$ cat src/rtl/ma_threshold_detector.sv
// Hysteresis threshold detector for the moving-average filter output.
// Registered level flag, rise/fall pulses, saturating rise counter and a
// post-transition hold-off that suppresses chatter.
module ma_threshold_detector #(
  parameter logic signed [7:0] TH_HI   = 8'sd20,
  parameter logic signed [7:0] TH_LO   = 8'sd10,
  parameter int                HOLDOFF = 4,
  parameter int                CNT_W   = 16
) (
  input  logic             system1000,
  input  logic             system1000_rstn,
  input  logic [7:0]       avg_i,
  input  logic             sample_en_i,
  input  logic             clear_i,
  output logic             above_o,
  output logic             rise_o,
  output logic             fall_o,
  output logic [CNT_W-1:0] event_cnt_o,
  output logic [1:0]       dbg_state
);

  localparam int HW = (HOLDOFF > 1) ? $clog2(HOLDOFF) : 1;
  localparam logic [HW-1:0] HOLD_LAST = HW'((HOLDOFF > 0) ? HOLDOFF - 1 : 0);

  typedef enum logic [1:0] {
    ST_LOW       = 2'd0,
    ST_RISE_HOLD = 2'd1,
    ST_HIGH      = 2'd2,
    ST_FALL_HOLD = 2'd3
  } state_t;

  state_t          state;
  logic [HW-1:0]   hold;
  logic signed [7:0] avg_s;
  logic            rise_cond;
  logic            fall_cond;

  // There is no handshake here: sample_en_i is a pure qualifier. When it is 0
  // the sample is ignored, the FSM and hold counter freeze, and pulses drop.
  assign avg_s     = avg_i;
  assign rise_cond = (avg_s >= TH_HI);
  assign fall_cond = (avg_s <= TH_LO);
  assign dbg_state = state;

  always_ff @(posedge system1000 or negedge system1000_rstn) begin
    if (!system1000_rstn) begin
      state       <= ST_LOW;
      hold        <= '0;
      above_o     <= 1'b0;
      rise_o      <= 1'b0;
      fall_o      <= 1'b0;
      event_cnt_o <= '0;
    end else if (clear_i) begin
      state       <= ST_LOW;
      hold        <= '0;
      above_o     <= 1'b0;
      rise_o      <= 1'b0;
      fall_o      <= 1'b0;
      event_cnt_o <= '0;
    end else begin
      rise_o <= 1'b0;
      fall_o <= 1'b0;
      if (sample_en_i) begin
        case (state)
          ST_LOW: begin
            if (rise_cond) begin
              rise_o  <= 1'b1;
              above_o <= 1'b1;
              hold    <= '0;
              state   <= (HOLDOFF == 0) ? ST_HIGH : ST_RISE_HOLD;
              if (event_cnt_o != {CNT_W{1'b1}}) begin
                event_cnt_o <= event_cnt_o + CNT_W'(1);
              end
            end
          end
          ST_RISE_HOLD: begin
            // The sample value is irrelevant here; only enabled samples count.
            if (hold == HOLD_LAST) begin
              hold  <= '0;
              state <= ST_HIGH;
            end else begin
              hold <= hold + HW'(1);
            end
          end
          ST_HIGH: begin
            if (fall_cond) begin
              fall_o  <= 1'b1;
              above_o <= 1'b0;
              hold    <= '0;
              state   <= (HOLDOFF == 0) ? ST_LOW : ST_FALL_HOLD;
            end
          end
          ST_FALL_HOLD: begin
            if (hold == HOLD_LAST) begin
              hold  <= '0;
              state <= ST_LOW;
            end else begin
              hold <= hold + HW'(1);
            end
          end
          default: begin
            state <= ST_LOW;
          end
        endcase
      end
    end
  end

endmodule
$ cat config.mk
export PLATFORM = sky130hd
export DESIGN_NAME = ma_threshold_detector
export DESIGN_NICKNAME = d
export VERILOG_FILES = /design/src/rtl/ma_threshold_detector.sv
export SDC_FILE = /design/constraint.sdc
export NUM_CORES = 1
export LEC_CHECK = 0
export ABC_AREA = 1
export CELL_PAD_IN_SITES_DETAIL_PLACEMENT = 0
export CELL_PAD_IN_SITES_GLOBAL_PLACEMENT = 1
export CORE_AREA = 2 2 68 70
export CTS_CLUSTER_DIAMETER = 40
export DETAILED_ROUTE_END_ITERATION = 8
export DIE_AREA = 0 0 70 72
export MAX_ROUTING_LAYER = met4
export PLACE_DENSITY = 0.91
export SLEW_MARGIN = 10
export SYNTH_ARGS = -nofsm -noshare
export SYNTH_HDL_FRONTEND = slang
export SYNTH_SLANG_ARGS = --single-unit
$ cat constraint.sdc
create_clock -name system1000 -period 2.5 [get_ports system1000]
set_input_delay 0.375 -clock system1000 [delete_from_list [all_inputs] [get_ports system1000]]
set_output_delay 0.375 -clock system1000 [all_outputs]
set_load 0.1 [all_outputs]
==> After elaboration in Yosys (flattened, before gate mapping) <==
Cells that the tools add are included.
{ "word_totals": {"ff_bits": 23, "in_bits": 12, "output_inout_bits": 21, "wordCells": 61} }
{ "classes": {"n_addsub": 2, "n_lt_le_gt_ge": 2, "eq_ne": 9, "n_mux": 31, "n_reduce_logical": 11} }
{ "op_table": {"columns": ["op", "count"], "rows": [
  ["two-way mux 16 bit", 5],
  ["two-way mux 2 bit", 11],
  ["adder 16 x 1 -> 16 bit (second input constant)", 1],
  ["inequality test 16 bit (second input constant)", 1],
  ["two-way mux 1 bit", 12],
  ["inequality test 3 bit (second input constant)", 4],
  ["greater-or-equal comparator 8 x 6 -> 1 bit (second input constant)", 1],
  ["<= comparator 8 x 5 -> 1 bit (second input constant)", 1],
  ["one-hot mux 2 bit (4 select lines)", 1],
  ["AND reduction 4 bit", 2],
  ["nonzero test 2 bit", 4],
  ["== test 2 bit (second input constant)", 3],
  ["one-hot mux 2 bit (3 select lines)", 1],
  ["AND reduction 5 bit", 1],
  ["AND reduction 3 bit", 1],
  ["nonzero test 3 bit", 1],
  ["adder 2 x 1 -> 2 bit (second input constant)", 1],
  ["== test 2 x 1 -> 1 bit (second input constant)", 1],
  ["zero test 2 bit", 1],
  ["one-hot mux 1 bit (2 select lines)", 1],
  ["OR reduction 2 bit", 1]
]} }

==> Longest topological paths before layout <==
{ "depth": {"depth_word": 6, "mapped_depth": 11, "mapped_depth_nobuf": 10} }

==> Worst setup path after synthesis <==
No wires, ideal clock.
{ "synth_timing": {"path_type": "register -> register", "startpoint": "register event_cnt_o[1]", "endpoint": "register event_cnt_o[13]", "setup_ns": 0.121, "arrival_ns": 2.166, "required_ns": 2.379, "path_slack_ns": 0.213, "stages_incl_launch_ff": 12, "n_path_buf": 1, "synth_period_minus_slack_ns": 2.287, "cell_sequence": "dfrtp_1 ha_1 nand2_1 inv_1 nand2_2 nor2_2 nand3_2 nand2_4 nand2_4 buf_6 nand2_1 nand2_1"} }
{ "synth_via": {"elab_chain_cells": 6, "word_cells_on_any_way": 9, "classes_between": "add/sub (1); eq/ne (1); mux (5); reduce/logical (2)"} }
{ "synth_lines": {"columns": ["item", "line", "rtl"], "rows": [
  ["start: declaration", "18", "output logic [CNT_W-1:0] event_cnt_o,"],
  ["start signal: assignment", "72", "event_cnt_o <= event_cnt_o + CNT_W'(1);"],
  ["adder 16 x 1 -> 16 bit", "72", null],
  ["two-way mux 16 bit", "71", "if (event_cnt_o != {CNT_W{1'b1}}) begin"],
  ["two-way mux 16 bit", "66", "if (rise_cond) begin"],
  ["two-way mux 16 bit", "64", "case (state)"],
  ["two-way mux 16 bit", "63", "if (sample_en_i) begin"],
  ["two-way mux 16 bit", "53", "end else if (clear_i) begin"]
]} }
Parallel ways exist; a longest one is shown, timed or not. The select of a mux whose other input is x is not followed.
A chain may end at the register's enable or synchronous reset.

==> Final worst setup path <==
Ends and elaborated chain as after synthesis.

==> reports/qor.yml <==
worst_setup_path:
  crit_path_max_fanout: 16
  start_kind: "flip-flop"
  worstPathRequired_ns: 2.65
  crit_type: "flip-flop to flip-flop"
  cp.arrival_ns: 1.90
  cp-end-kind: "flip-flop"
pwr:
  internal_power_uw: 643
  p_seq_share_pct: 38.5
  p_leak_nw: 0.961
  peakVddDrop_uv: 912
  power_frac_comb_pct: 41.4
  switching_share_pct: 44.5
  pwr-share-clk_pct: 20.1
  p_per_area_mw_per_mm2: 602
  p_switching_uw: 516
sta:
  setup_viol: 0
  period_minus_slack_ns: 1.74
  rsz0062_at_grt: "no"
  clock.fmax_mhz: 574
  relSlewSlack_pct: 63.4
  tightest_slew_ns: 0.544
  tns_ns: 0
  report.final.slew_viol_count: 0
  fin_crit_sh_pct: 69.7
  setup_ws_ns: 0.759
  fin_skew_ns: 0.00117
  hold_viol: 0
layout:
  fin_nets: 278
  num_antenna_cells: 0
  area_delta_synth_final_pct: 23.2
  num-fill-cells: 450
  drive_gt1_share_pct: 14.3
clock_network:
  ctsResizeCount: 0
  cts_tree: "yes"
  insertion_delay_ns: 0.26
  ctsLongestPathBuffers: 2
  cts_setup_buffers: 0
  htree_levels: 1
  cts_buffers: 3
  clock_sinks: 23
  ctsHoldBuffers: 0
  clkSlewWorstSetupHoldPaths_ns: 0.08
  cts-root-buf: "clkbuf_8"
flow_run:
  maxCapViolCount: 0
placed_design:
  numPortBuffers: 32
  dp_hpwl_um: 2590
  dpl_worst_slack_ns: 0.477
  routabilityCongestion: 0.845
synthesis:
  avgSynthCellArea_sq_um: 6.91
  ys_seq_area_share_pct: 36.9
  synth_cells: 226
  ys_ff_latch: 23
  syn-num-nets: 244
  yosys_warnings: 0
  synth_area_sq_mm: 0.00156
  yosysUniqueCellTypes: 24
floorplanning:
  rows: 24
  die_w_um: 70
  start_util_pct: 36.6
  core_area_sq_mm: 0.00426
  die-area_sq_mm: 0.00504
  pin_count: 33
  chipHeight_um: 72
global_routing:
  grt_remaining_overflow: 0
  grt.total_usage_pct: 15.2
  gr-usage-met1_pct: 19.8
  grt_pass1_wl_um: 6150
  met2_usage_pct: 25.0
  first_global_vias: 1351
  antenna_found_initial: 0
  groute.layer.met3.usage_pct: 1.81
  grt_max_degree: 24
  grt.busiest_layer: "met2"
routing:
  post-route-drc-count: 0
  wl_um: 3480
  via_per_inst: 4.80
  first_iter_violations: 67
  routedWlPerCell_um: 11.2
  antenna_left: 0
  drtPass1Iterations: 4
  vias: 1494
hold_path:
  hp-class: "input port to asynchronous set/reset pin"
run_status:
  status: "completed"
[power by group through the flow]
stage	Combinational, mW	Clock, mW	Sequential, mW
final	0.480	0.233	0.446
after global routing	0.522	0.252	0.452
after CTS	0.485	0.239	0.446
after detailed placement	0.485	0	0.452
after global placement	0.479	0	0.452
after floorplan	0.188	0	0.634
[cell families (layout without fill, tap and decap cells)]
| family | Yosys count | after routing | share of synthesized area, % |
|---|---|---|---|
| AO/OA/AOI/OAI | 6 | 6 | 2.24 |
| XOR/XNOR | 7 | 7 | 3.93 |
| adder cells (fa/ha/maj) | 6 | 6 | 4.81 |
| buffers and inverters | 26 | 59 | 7.21 |
| flip-flops | 23 | 23 | 36.9 |
| AND/OR/NAND/NOR | 158 | 158 | 45.0 |
[Yosys cell counts]
library cell | count | area share [%]
or2_2 | 1 | 0.40
nand3_1 | 30 | 9.6
nand2_4 | 2 | 1.4
nor4_1 | 1 | 0.40
buf_6 | 2 | 1.4
nor2_2 | 2 | 0.80
nor3b_1 | 1 | 0.48
clkbuf_1 | 4 | 0.96
o21ai_0 | 2 | 0.64
nand2_1 | 73 | 18
o21bai_1 | 2 | 0.96
and2_1 | 1 | 0.40
dfrtp_1 | 23 | 37
nand4_1 | 5 | 2.0
inv_1 | 20 | 4.8
a21oi_1 | 2 | 0.64
ha_1 | 6 | 4.8
nand3_2 | 1 | 0.64
nor2_1 | 32 | 7.7
xor2_1 | 6 | 3.4
nand2_2 | 3 | 1.2
xnor2_1 | 1 | 0.56
nor2_4 | 1 | 0.72
nor3_1 | 5 | 1.6
[flip-flops by register name, summed over array words and instances (netlist names)]
signal       count
dbg_state        2
event_cnt_o     16
fall_o           1
above_o          1
rise_o           1
hold             2
[worst paths after layout]
path	start	endpoint	slack, ns	depth (start not counted)
worst max-delay path	event_cnt_o[1]	event_cnt_o[13]	0.76	10
worst min-delay path	system1000_rstn	event_cnt_o[5]	0.47	2
worst max register to register	event_cnt_o[1]	event_cnt_o[13]	0.76	10
worst min register to register	hold[1]	hold[1]	0.53	2
max in group asynchronous	system1000_rstn	hold[1]	1.80	2
min in group system1000	hold[1]	hold[1]	0.53	2
[stage by stage]
step / area [sq um] / hold WS [ns] / instances / power [mW] / utilization (%)
4_1_cts: 1920 / 0.476 / 311 / 1.17 / 45.1
6_report: 1920 / 0.468 / 311 / 1.16 / 45.1
2_1_floorplan: 1560 / 0.0794 / 226 / 0.822 / -
3_5_place_dp: 1880 / 0.515 / 307 / 0.937 / 44.1
3_3_place_gp: 1880 / 0.502 / 307 / 0.931 / 44.1
5_1_grt: 1920 / 0.495 / 311 / 1.23 / 45.1
[cell type report]
class                           instances  area [sq um]  area share (%)
Sequential cell                        23           576            29.9
Inverter                               20          75.1            3.90
Clock buffer                            4          45.0            2.34
Timing Repair Buffer                   35           290            15.1
Multi-Input combinational cell        177           873            45.4
Tap cell                               52          65.1            3.38
[placed cells by master, fill, tap and decap left out, types with 2 or more instances in the layout]
master | netlist | final
clkdlybuf4s50_1 | 0 | 11
xor2_1 | 6 | 6
nor2_1 | 32 | 32
nor2_2 | 2 | 2
nand2_1 | 73 | 73
nand4_1 | 5 | 5
nand2_2 | 3 | 3
nand3_1 | 30 | 30
nand2_4 | 2 | 2
nor3_1 | 5 | 5
dfrtp_1 | 23 | 23
o21bai_1 | 2 | 2
o21ai_0 | 2 | 2
inv_1 | 20 | 20
a21oi_1 | 2 | 2
ha_1 | 6 | 6
buf_4 | 0 | 24
clkbuf_8 | 0 | 3
[critical path, stage by stage (launching register included)]
cell     delay (ns)
dfrtp_1        0.41
ha_1           0.18
nand2_1        0.10
inv_1          0.11
nand2_2        0.07
nor2_2         0.12
nand3_2        0.13
nand2_4        0.20
nand2_4        0.15
nand2_1        0.10
nand2_1        0.06
[layer usage]
layer	up-vias	wire length, um
met5	-	0
met2	33	1640
met1	672	1650
met3	4	149
met4	0	35
li1	785	-
(Power assumes the default switching activity.)
